===== config.mk =====
export PLATFORM = sky130hd
export DESIGN_NAME = bram_req_adapter
export DESIGN_NICKNAME = d
export VERILOG_FILES = /design/src/rtl/bram_req_adapter.sv
export SDC_FILE = /design/constraint.sdc
export NUM_CORES = 1
export LEC_CHECK = 0
export BUFFER_PORTS_ARGS = -buffer_cell sky130_fd_sc_hd__buf_2
export CAP_MARGIN = 20
export CELL_PAD_IN_SITES_DETAIL_PLACEMENT = 1
export CELL_PAD_IN_SITES_GLOBAL_PLACEMENT = 1
export CORE_MARGIN = 2
export CORE_UTILIZATION = 32
export CTS_BUF_LIST = sky130_fd_sc_hd__clkbuf_4 sky130_fd_sc_hd__clkbuf_8
export DETAILED_ROUTE_END_ITERATION = 8
export PLACE_DENSITY = 0.84
export SLEW_MARGIN = 10
export SYNTH_ARGS = -nofsm -noshare
export SYNTH_HDL_FRONTEND = slang
export SYNTH_SLANG_ARGS = --single-unit

===== constraint.sdc =====
create_clock -name clock -period 2.4 [get_ports clock]
set_clock_uncertainty 0.1 [all_clocks]
set_input_delay 0.48 -clock clock [delete_from_list [all_inputs] [get_ports clock]]
set_output_delay 0.48 -clock clock [all_outputs]
set_load 0.02 [all_outputs]

===== src/rtl/bram_req_adapter.sv =====
// -----------------------------------------------------------------------------
// bram_req_adapter
//
// Initiator-side controller for one port of a block RAM with 1-cycle read
// latency. Turns a valid/ready request channel (reads and writes) into raw RAM
// port strobes. It returns read data on a valid/ready response channel. A
// 2-entry response FIFO, together with a credit rule, means read data coming
// out of the RAM is never lost when the response side stalls.
//
// Optional feature (compile-time macro BRAM_REQ_ADAPTER_WACK_EN):
//   When defined, every accepted write also produces one response beat
//   (rsp_is_write=1, rsp_data=0). That beat stays in order with read beats
//   and uses credit in the same way. When undefined, writes produce no
//   response and rsp_is_write is tied to 0.
//
// Parameters:
//   ADDR_WIDTH   RAM word address width
//   DATA_WIDTH   RAM word width
//
// Ports:
//   clock         single clock, all state on posedge
//   reset         asynchronous, active-high reset
//   req_valid     request present
//   req_ready     request accepted when req_valid & req_ready
//   req_write     1 = write, 0 = read
//   req_addr      word address
//   req_data      write data
//   rsp_valid     response present
//   rsp_ready     response consumed when rsp_valid & rsp_ready
//   rsp_data      read data (0 for write acknowledges)
//   rsp_is_write  response belongs to a write (0 unless the option is enabled)
//   mem_rd_addr   RAM read address
//   mem_re        RAM read enable
//   mem_wr_addr   RAM write address
//   mem_we        RAM write enable
//   mem_di        RAM write data
//   mem_do        RAM read data, valid the cycle after mem_re
// -----------------------------------------------------------------------------
module bram_req_adapter #(
  parameter int ADDR_WIDTH = 10,
  parameter int DATA_WIDTH = 32
) (
  input  logic                  clock,
  input  logic                  reset,

  input  logic                  req_valid,
  output logic                  req_ready,
  input  logic                  req_write,
  input  logic [ADDR_WIDTH-1:0] req_addr,
  input  logic [DATA_WIDTH-1:0] req_data,

  output logic                  rsp_valid,
  input  logic                  rsp_ready,
  output logic [DATA_WIDTH-1:0] rsp_data,
  output logic                  rsp_is_write,

  output logic [ADDR_WIDTH-1:0] mem_rd_addr,
  output logic                  mem_re,
  output logic [ADDR_WIDTH-1:0] mem_wr_addr,
  output logic                  mem_we,
  output logic [DATA_WIDTH-1:0] mem_di,
  input  logic [DATA_WIDTH-1:0] mem_do
);

  // ---------------------------------------------------------------------------
  // State
  // ---------------------------------------------------------------------------
  // pend: a beat is arriving this cycle (read data on mem_do, or a write ack).
  logic                  pend;
  // cnt: FIFO occupancy, 0..2.
  logic [1:0]            cnt;
  logic                  wr_ptr;
  logic                  rd_ptr;
  logic [DATA_WIDTH-1:0] fifo_data [2];

`ifdef BRAM_REQ_ADAPTER_WACK_EN
  // Records whether the pending beat is a write ack. Each FIFO entry also
  // carries this flag.
  logic                  pend_write;
  logic                  fifo_flag [2];
`endif

  // ---------------------------------------------------------------------------
  // Combinational control
  // ---------------------------------------------------------------------------
  logic                  accept;
  logic                  head_valid;
  logic                  push;
  logic                  pop;
  logic [2:0]            credit_used;
  logic [1:0]            cnt_next;
  logic [DATA_WIDTH-1:0] beat_data;
  logic                  beat_flag;

  // Credit is computed from registered state only. This keeps rsp_ready off
  // the req_ready path. Every outstanding beat holds one credit, whether it
  // is still in flight (pend) or already buffered (cnt).
  assign credit_used = {1'b0, cnt} + {2'b00, pend};
  assign req_ready   = ~reset & (credit_used < 3'd2);
  assign accept      = req_valid & req_ready;

  // RAM strobes are driven straight from the accepted request. At most one
  // request is issued per cycle, so a read/write collision on this port
  // cannot happen.
  assign mem_re      = accept & ~req_write;
  assign mem_rd_addr = req_addr;
  assign mem_we      = accept & req_write;
  assign mem_wr_addr = req_addr;
  assign mem_di      = req_data;

  // Value of the beat that arrives this cycle when pend is set.
`ifdef BRAM_REQ_ADAPTER_WACK_EN
  assign beat_data = pend_write ? '0 : mem_do;
  assign beat_flag = pend_write;
`else
  assign beat_data = mem_do;
  assign beat_flag = 1'b0;
`endif

  assign head_valid = (cnt != 2'd0);

  // The oldest beat is always the FIFO head. Only when the FIFO is empty can
  // the arriving beat bypass straight to the response port.
  // NOTE: every signal written in always_comb gets a default first, so no
  // path can leave it unassigned and infer a latch.
  always_comb begin
    rsp_data     = beat_data;
    rsp_is_write = beat_flag;
    if (head_valid) begin
      rsp_data = fifo_data[rd_ptr];
`ifdef BRAM_REQ_ADAPTER_WACK_EN
      rsp_is_write = fifo_flag[rd_ptr];
`else
      rsp_is_write = 1'b0;
`endif
    end
  end

  assign rsp_valid = ~reset & (head_valid | pend);

  // The arriving beat must be captured unless it bypasses and is consumed in
  // this same cycle. The RAM does not hold mem_do past this cycle.
  assign push = pend & (head_valid | ~rsp_ready);
  assign pop  = head_valid & rsp_ready;

  always_comb begin
    cnt_next = cnt;
    case ({push, pop})
      2'b10:   cnt_next = cnt + 2'd1;
      2'b01:   cnt_next = cnt - 2'd1;
      default: cnt_next = cnt;  // idle, or push and pop together
    endcase
  end

  // ---------------------------------------------------------------------------
  // Control registers
  // ---------------------------------------------------------------------------
  // NOTE: sequential state uses non-blocking assignments only. Every flop then
  // samples the pre-edge values, whatever order the statements are in.
  always_ff @(posedge clock or posedge reset) begin
    if (reset) begin
      pend   <= 1'b0;
      cnt    <= 2'd0;
      wr_ptr <= 1'b0;
      rd_ptr <= 1'b0;
`ifdef BRAM_REQ_ADAPTER_WACK_EN
      pend_write <= 1'b0;
`endif
    end else begin
`ifdef BRAM_REQ_ADAPTER_WACK_EN
      pend       <= accept;
      pend_write <= accept & req_write;
`else
      pend       <= accept & ~req_write;
`endif
      cnt <= cnt_next;
      if (push) wr_ptr <= ~wr_ptr;
      if (pop)  rd_ptr <= ~rd_ptr;
    end
  end

  // ---------------------------------------------------------------------------
  // FIFO storage
  // ---------------------------------------------------------------------------
  // NOTE: the payload array is deliberately left without reset. Reset clears
  // cnt and the pointers, so stale entries can never be read, and the array
  // can map to plain registers or LUT RAM with no reset network.
  always_ff @(posedge clock) begin
    if (push) begin
      fifo_data[wr_ptr] <= beat_data;
`ifdef BRAM_REQ_ADAPTER_WACK_EN
      fifo_flag[wr_ptr] <= beat_flag;
`endif
    end
  end

  // ---------------------------------------------------------------------------
  // Checks
  // ---------------------------------------------------------------------------
`ifndef SYNTHESIS
  // The credit rule must keep the 2-entry FIFO from ever overflowing.
  fifo_no_overflow: assert property (
    @(posedge clock) disable iff (reset)
      !(push && !pop && (cnt == 2'd2))
  ) else $error("bram_req_adapter: response FIFO overflow");

  cnt_in_range: assert property (
    @(posedge clock) disable iff (reset)
      cnt <= 2'd2
  ) else $error("bram_req_adapter: FIFO occupancy out of range");
`endif

endmodule


# Yosys cells after proc, flatten, opt, wreduce, memory -nomap -nowiden
# Memories as Yosys holds them, arrays and structs flattened.
# Cells that the tools add are included.
# Widths: inputs -> output; s select.
op_classes:
  add_sub_neg: 3
  mul: 0
  div: 0
  n_lt_le_gt_ge: 1
  n_eq_ne: 2
  shift: 0
  muxes: 4
  bitwise: 14
  n_reduce_logical: 2
ops:
  columns: ["operator", "n"]
  rows:
  - ["$mux 32", 1]
  - ["$and 1x1->1", 7]
  - ["$not 1->1", 5]
  - ["$pmux 2 s2", 1]
  - ["$reduce_bool 2->1", 2]
  - ["$add 2x1->3", 1]
  - ["$lt 3x2->1 const B", 1]
  - ["$add 2x1->2 const B", 1]
  - ["$eq 2x1->1 const B", 1]
  - ["$eq 2x2->1 const B", 1]
  - ["$mux 1", 2]
  - ["$or 1x1->1", 2]
  - ["$sub 2x1->2 const B", 1]
word_totals:
  reg_bits: 5
  latchBits: 0
  ramBits: 64
  rom_bits: 0
  out_inout_bits: 89
  word_cells: 31
  n_memories: 1
memory_table:
  columns: ["name", "words", "word_bits", "read_ports", "rd_ports_with_merged_regs", "write_ports", "line_no", "rtl"]
  rows:
  - ["fifo_data", 2, 32, 1, 0, 1, "74", "logic [DATA_WIDTH-1:0] fifo_data [2];"]

# Logic depth before layout (Yosys ltp)
# Gate-level depths: netlist (run 1).
depth:
  ltp_word: 5
  depth_mapped: 6

# Least setup slack after synthesis (run 1)
# OpenSTA, ideal clock, no wires.
synth_path:
  kind: "input port to flip-flop"
  from: "in rsp_ready"
  to: "mem fifo_data[1][0], enable pin"
  setup_ps: 421
  arrival_time_ps: 1982
  required_time_ps: 1879
  slack_ps: -103
  cell_stages: 3
  path_cell_list: "inv_1 > o21ai_2 > nor2_1"
synth_between:
  elab_chain_len: 5
synth_rtl:
  columns: ["item", "line_no", "rtl"]
  rows:
  - ["start: declaration", "53", "input logic rsp_ready,"]
  - ["$not 1->1", "143", "assign push = pend & (head_valid | ~rsp_ready);"]
  - ["$or 1x1->1", "143", null]
  - ["$and 1x1->1", "143", null]
  - ["$mux 1", "189", "if (push) begin"]
  - ["$mux 1 (not written as such)", "190", "fifo_data[wr_ptr] <= beat_data;"]
  - ["end: declaration", "74", null]
# No other way between the ends.

# Worst setup path in the final report (run 1)
layout_path:
  from: "reg cnt[0]"
  to: "out rsp_data[31]"
layout_between:
  elab_chain_len: 2
layout_rtl:
  columns: ["item", "line_no", "rtl"]
  rows:
  - ["start: declaration", "71", "logic [1:0] cnt;"]
  - ["start signal: assignment", "176", "cnt <= cnt_next;"]
  - ["$reduce_bool 2->1", "120", "assign head_valid = (cnt != 2'd0);"]
  - ["$mux 32", "129", "if (head_valid) begin"]
  - ["end: declaration", "54", "output logic [DATA_WIDTH-1:0] rsp_data,"]
# No other way between the ends.

==> results of run 1 <==
==> critical path, delay by kind of cell (launching register included) <==
kind / cells / cell delay, ps
flip-flops: 1 / 430
AND/OR/NAND/NOR: 2 / 420
buffers and inverters: 2 / 410
AO/OA/AOI/OAI: 1 / 40
==> flip-flops by register name, indices dropped and copies added, names as in the netlist <==
name       cells
fifo_data     64
cnt            2
pend           1
rd_ptr         1
wr_ptr         1
==> layer usage <==
metal	global-route usage (%)	part of all wire [%]
met4	8.19	3.5
met3	3.46	7.4
met2	16.3	47
met5	0	0
met1	12.0	42
==> layout make-up <==
class | instances | area, µm² | share of cell area [%]
Tap cell | 136 | 170 | 4.76
Inverter | 3 | 11.3 | 0.315
Timing Repair Buffer | 77 | 400 | 11.2
Clock inverter | 6 | 63.8 | 1.79
Sequential cell | 69 | 2050 | 57.3
Clock buffer | 10 | 131 | 3.68
Multi-Input combinational cell | 115 | 747 | 20.9
==> through the flow <==
stage / setup TNS [ps] / setup WS [ps] / instance area (µm²)
after floorplan: -6610 / -103 / 3290
after global placement: 0 / 412 / 3370
after detailed placement: 0 / 328 / 3370
after CTS: 0 / 159 / 3570
after global routing: 0 / 41.2 / 3570
final: 0 / 183 / 3570
==> cell families (layout without fill, tap and decap cells) <==
logic type,Yosys count,count (layout),synth area share (%)
muxes,32,32,9.73
DFF,69,69,62.2
buffers and inverters,67,96,15.6
adders and majority gates,1,1,0.380
other,1,1,0.114
xor gates and xnor gates,5,5,1.33
and+or+nand+nor,42,42,5.10
AOI/OAI and AO/OA,34,34,5.59
==> cell usage in the layout (no fill, tap or decap) <==
| master | instances |
|---|---|
| buf_4 | 4 |
| dlygate4sd3_1 | 1 |
| nand2_1 | 1 |
| dfrtp_1 | 4 |
| a21oi_2 | 2 |
| and2_1 | 1 |
| clkbuf_8 | 9 |
| clkbuf_4 | 1 |
| o21ai_2 | 1 |
| and3_1 | 1 |
| mux2i_1 | 32 |
| ha_1 | 1 |
| edfxtp_1 | 64 |
| dfrtp_2 | 1 |
| a21oi_1 | 30 |
| bufinv_16 | 1 |
| xor2_1 | 2 |
| clkinvlp_4 | 4 |
| conb_1 | 1 |
| a211oi_1 | 1 |
| inv_1 | 3 |
| clkinv_1 | 1 |
| nor2_1 | 36 |
| or2_4 | 1 |
| buf_2 | 72 |
| nor2_4 | 2 |
| xnor2_1 | 3 |
==> power groups by stage <==
stage / Combinational, mW / Sequential (mW) / Clock (mW)
global route: 1.92 / 1.48 / 0.986
global placement: 1.76 / 1.49 / 0
floorplan: 1.51 / 1.48 / 0
CTS: 1.80 / 1.47 / 0.940
detailed placement: 1.79 / 1.50 / 0
finish: 1.77 / 1.47 / 0.908
==> worst min path at each step <==
stage                     depth (start not counted)  startpoint            endpoint
after detailed placement                          2       reset  cnt[0]$_DFFE_PP0P_
final                                             2   req_write      pend$_DFF_PP0_
after global routing                              2   req_write      pend$_DFF_PP0_
after global placement                            2       reset      pend$_DFF_PP0_
after CTS                                         2   req_write      pend$_DFF_PP0_
after floorplan                                   1       reset  cnt[0]$_DFFE_PP0P_
==> repair_timing <==
action | CTS | global route
endpoints found under the hold margin | 5 | 0
buffers inserted | 0 | 0
hold buffers | 1 | 0
gates resized for setup | 0 | 0
==> impl_metrics.yaml, run 1 <==
run_status:
  status: "complete, no violations"
placed_design:
  routabilityCongestion: 0.666
  placed_cells: 399
  post-dp-hpwl_um: 3940
  port_buffers: 72
yosys:
  mappedNetlistArea_um2: 3290
  ys_warn_count: 0
  synth_cell_type_count: 21
  yosysMostFrequentCell: "edfxtp_1"
  async_flop_share_pct: 7.25
  ys_seq_area_share_pct: 62.2
  avgSynthCellArea_um2: 13.1
  synth_edf_count: 64
  synth_cells: 251
  synth.top_cells.by_count: "64 x edfxtp_1, 54 x buf_4, 38 x nor2_1"
  yosysTopAreaCellShare_pct: 58.4
  ys.flop_type: "edfxtp_1"
  syn-num-nets: 331
  synth_top_area_cell: "edfxtp_1"
  yosys-top-cells-area: "edfxtp_1 58%, buf_4 12%, mux2i_1 9.7%"
  ys_ff_latch: 69
grt:
  grt-ovfl-total: 0
  grt_util_all_layers_pct: 10.5
  grt_start_max_net_pins: 37
  antenna_found_initial: 1
  grt_first_pass_wirelength_um: 9100
  first_global_vias: 1911
cells_and_area:
  syn_to_final_growth_pct: 8.56
  fill_cells: 1095
  fin_util_pct: 35.2
  final_cell_count_no_fill: 416
  diodes: 0
  fin_nets: 355
  drive_above_1_share_pct: 35.0
critical_path:
  r2r_cells: 3
  required_ps: 1820
  critPathCapture: "rsp_data[31]"
  rr_startpoint: "cnt[0]$_DFFE_PP0P_"
  critPathLaunch: "cnt[0]$_DFFE_PP0P_"
  path_class: "reg2out"
  cp-end-kind: "primary output"
  worst_path_largest_cell_delay_ps: 430
  worst_setup_path_start_kind: "flip-flop"
  regToRegEndpoint: "fifo_data[1][4]$_DFFE_PP_"
  crit_chain: "or2_4 -> buf_4 -> nor2_1 -> a21oi_2 -> buf_2"
  slowest_stage: "dfrtp_1"
  regToRegSetupSlack_ps: 440
  crit_path_max_fanout: 36
  arrival_ps: 1640
power:
  swShare_pct: 38.6
  total_power_mw: 4.15
  ir_drop_mv: 0.328
  pwr-share-seq_pct: 35.4
  p_sw_mw: 1.60
  p_comb_share_pct: 42.7
  clkPwrFrac_pct: 21.9
  leakage_nw: 1.40
  intPower_mw: 2.55
  power_density_nw_per_um2: 1160
floorplan:
  die_height_um: 105
  die_x_um: 105
  num_rows: 37
  initial_core_util_pct: 32.5
  dieArea_um2: 11100
  core_area_um2: 10100
  floorplan.io_pins: 168
clocking:
  clockBufferDepth: 2
  h-tree-depth: 3
  cts_sinks: 69
  cts-root-buf: "clkbuf_8"
  cts.clk_slew.worst_paths_ps: 70
  cts_tree: "built"
  clk_latency_ps: 330
  numCtsBuffers: 9
routing:
  drt_first_pass_iters: 4
  drtIter0Drc: 45
  wire_per_inst_um: 13.5
  routed_wl_um: 5630
  drc_errors: 0
  antenna_violating_nets_post_route: 0
  num_vias: 1805
  viasPerCell: 4.34
sta:
  relSlewSlack_pct: 34.1
  hold_ws_ps: 214
  fmax_ghz: 0.451
  rsz0062_at_grt: "false"
  finalHoldViolations: 0
  setup_violations: 0
  finalMaxSlewViolations: 0
  tightest_slew_ps: 986
  fin_crit_sh_pct: 92.4
  fin_crit_ps: 2220
hold_path:
  min_path_type: "in2reg"
job:
  maxCapViolCount: 0
(Power assumes the default switching activity.)
==> run 2, diff against run 1 <==
==> constraint.sdc (replaced) <==
create_clock -name clock -period 2.4 [get_ports clock]
set_clock_uncertainty 0.1 [all_clocks]
set_input_delay 0.12 -clock clock [delete_from_list [all_inputs] [get_ports clock]]
set_output_delay 0.12 -clock clock [all_outputs]
set_load 0.02 [all_outputs]
==> run 2 against run 1 <==
Effect of this change: final area grew 8.5%; critical path type unchanged; maximum frequency increased by 9.7%; critical endpoint unchanged; non-clock buffer count increased by 33; power is 1.4% lower; largest power group unchanged; utilization increased by 3.0 points.
==> impl_metrics.yaml, run 2 (synthesis gave the netlist of run 1 again) <==
sta:
  fin_crit_sh_pct: 84.2
  fin_crit_ps: 2020
  fin_ws_ps: 378
  setup_violations: 0
  fmax_ghz: 0.495
  setup_tns_ps: 0
  tightest_slew_ps: 981
  finalHoldViolations: 0
  hold_ws_ps: 43.5
  rsz0062_at_grt: "false"
  relSlewSlack_pct: 34.5
  finalMaxSlewViolations: 0
power:
  ir_drop_mv: 0.402
  leakage_nw: 1.53
  power_density_nw_per_um2: 1060
cells_and_area:
  fin_nets: 388
  top_regs: "fifo_data (64), cnt (2)"
  drive_above_1_share_pct: 30.1
  largest_reg_flops: 64
  syn_to_final_growth_pct: 17.8
  largest_register: "fifo_data"
  diodes: 0
  final_common_cell: "buf_2"
  layout_common_cells: "72 x buf_2, 64 x edfxtp_1, 36 x nor2_1"
routing:
  viasPerCell: 4.38
  highest_layer: "met4"
  drc_errors: 0
  drtIter0Drc: 83
  wire_per_inst_um: 14.5
  num_vias: 1962
  met3_length_um: 358
  drt_first_pass_iters: 3
  wl_met2_um: 3370
  antenna_violating_nets_post_route: 0
  wl_met1_um: 2610
  routed_wl_um: 6500
grt:
  grt_start_max_net_pins: 38
  grt_util_all_layers_pct: 12.0
  grt-ovfl-total: 0
  first_global_vias: 2075
  grt_first_pass_wirelength_um: 10200
  antenna_found_initial: 0
floorplan:
  die_height_um: 105
  core_area_um2: 10100
  initial_core_util_pct: 32.5
  num_rows: 37
  die_x_um: 105
  floorplan.io_pins: 168
  dieArea_um2: 11100
critical_path:
  critPathLaunch: "rd_ptr$_DFFE_PP0P_"
  slowest_stage: "dfrtp_2"
  path_class: "reg2out"
  crit_path_max_fanout: 18
  worst_path_largest_cell_delay_ps: 710
  crit_chain: "buf_12 -> mux2i_1 -> a21oi_2 -> buf_2"
  required_ps: 2180
  arrival_ps: 1800
  regToRegSetupSlack_ps: 390
  worst_setup_path_start_kind: "flip-flop"
  rr_startpoint: "cnt[0]$_DFFE_PP0P_"
  cp-end-kind: "primary output"
  r2r_cells: 6
  regToRegEndpoint: "cnt[1]$_DFFE_PP0P_"
clocking:
  cts_sinks: 69
  numCtsBuffers: 9
  h-tree-depth: 3
  cts_setup_buffers: 0
  clk_latency_ps: 330
  clockBufferDepth: 2
  cts_tree: "built"
  cts.clk_slew.worst_paths_ps: 60
  cts-root-buf: "clkbuf_8"
  cts_resized: 0
placed_design:
  routabilityCongestion: 0.672
  post-dp-hpwl_um: 4220
  port_buffers: 72
  pre_cts_ws_ps: 371
hold_path:
  hold_path_depth: 3
  min_path_type: "in2reg"
  worstHoldEndpoint: "rd_ptr$_DFFE_PP0P_"
  hold_start: "rsp_ready"
run_status:
  status: "complete, no violations"
job:
  maxCapViolCount: 0
run 2: stage by stage:
step / instances / instance area [µm²] / total power [mW] / util, %
2_1_floorplan: 251 / 3290 / 2.99 / -
5_1_grt: 448 / 3880 / 4.33 / 38.2
6_report: 448 / 3880 / 4.09 / 38.2
4_1_cts: 448 / 3880 / 4.14 / 38.2
3_3_place_gp: 398 / 3370 / 3.27 / 33.3
3_5_place_dp: 398 / 3370 / 3.33 / 33.3
run 2: layout make-up:
class	count	area, µm²
Fill cell	1077	6260
Sequential cell	69	2050
Multi-Input combinational cell	115	747
Timing Repair Buffer	110	746
Tap cell	136	170
Clock buffer	9	124
Clock inverter	6	31.3
Inverter	3	11.3
run 2: worst max-delay path by stage:
stage | to | slack (ps) | cells past startpoint
after floorplan | fifo_data[1][0]$_DFFE_PP_ | -100 | 3
after detailed placement | cnt[1]$_DFFE_PP0P_ | 370 | 7
after global placement | fifo_data[1][7]$_DFFE_PP_ | 520 | 3
after CTS | rsp_data[31] | 340 | 4
final | rsp_data[31] | 380 | 4
after global routing | cnt[1]$_DFFE_PP0P_ | 250 | 7
run 2: metal layers:
layer / vias to the layer above / global-route usage, %
met5: - / 0
met4: 0 / 6.95
met3: 30 / 3.90
met2: 56 / 20.6
met1: 934 / 13.0
li1: 942 / -
run 2: critical path, delay by kind of cell (launching register included):
kind / cells / cell delay, ps
mux: 1 / 250
flops: 1 / 710
buf+inv: 2 / 420
compound gates: 1 / 80
run 2: report_power, final:
part / leakage [nW] / internal (mW) / switching (mW) / total, mW
clock network: 0.0736 / 0.356 / 0.401 / 0.756
logic: 0.820 / 0.686 / 1.10 / 1.79
registers: 0.638 / 1.42 / 0.126 / 1.55
total: 1.53 / 2.46 / 1.63 / 4.09
run 2: what timing repair did:
item | in CTS | in global routing
hold endpoints to repair | 70 | 0
setup endpoints to repair | 0 | 0
hold buffers | 35 | 0
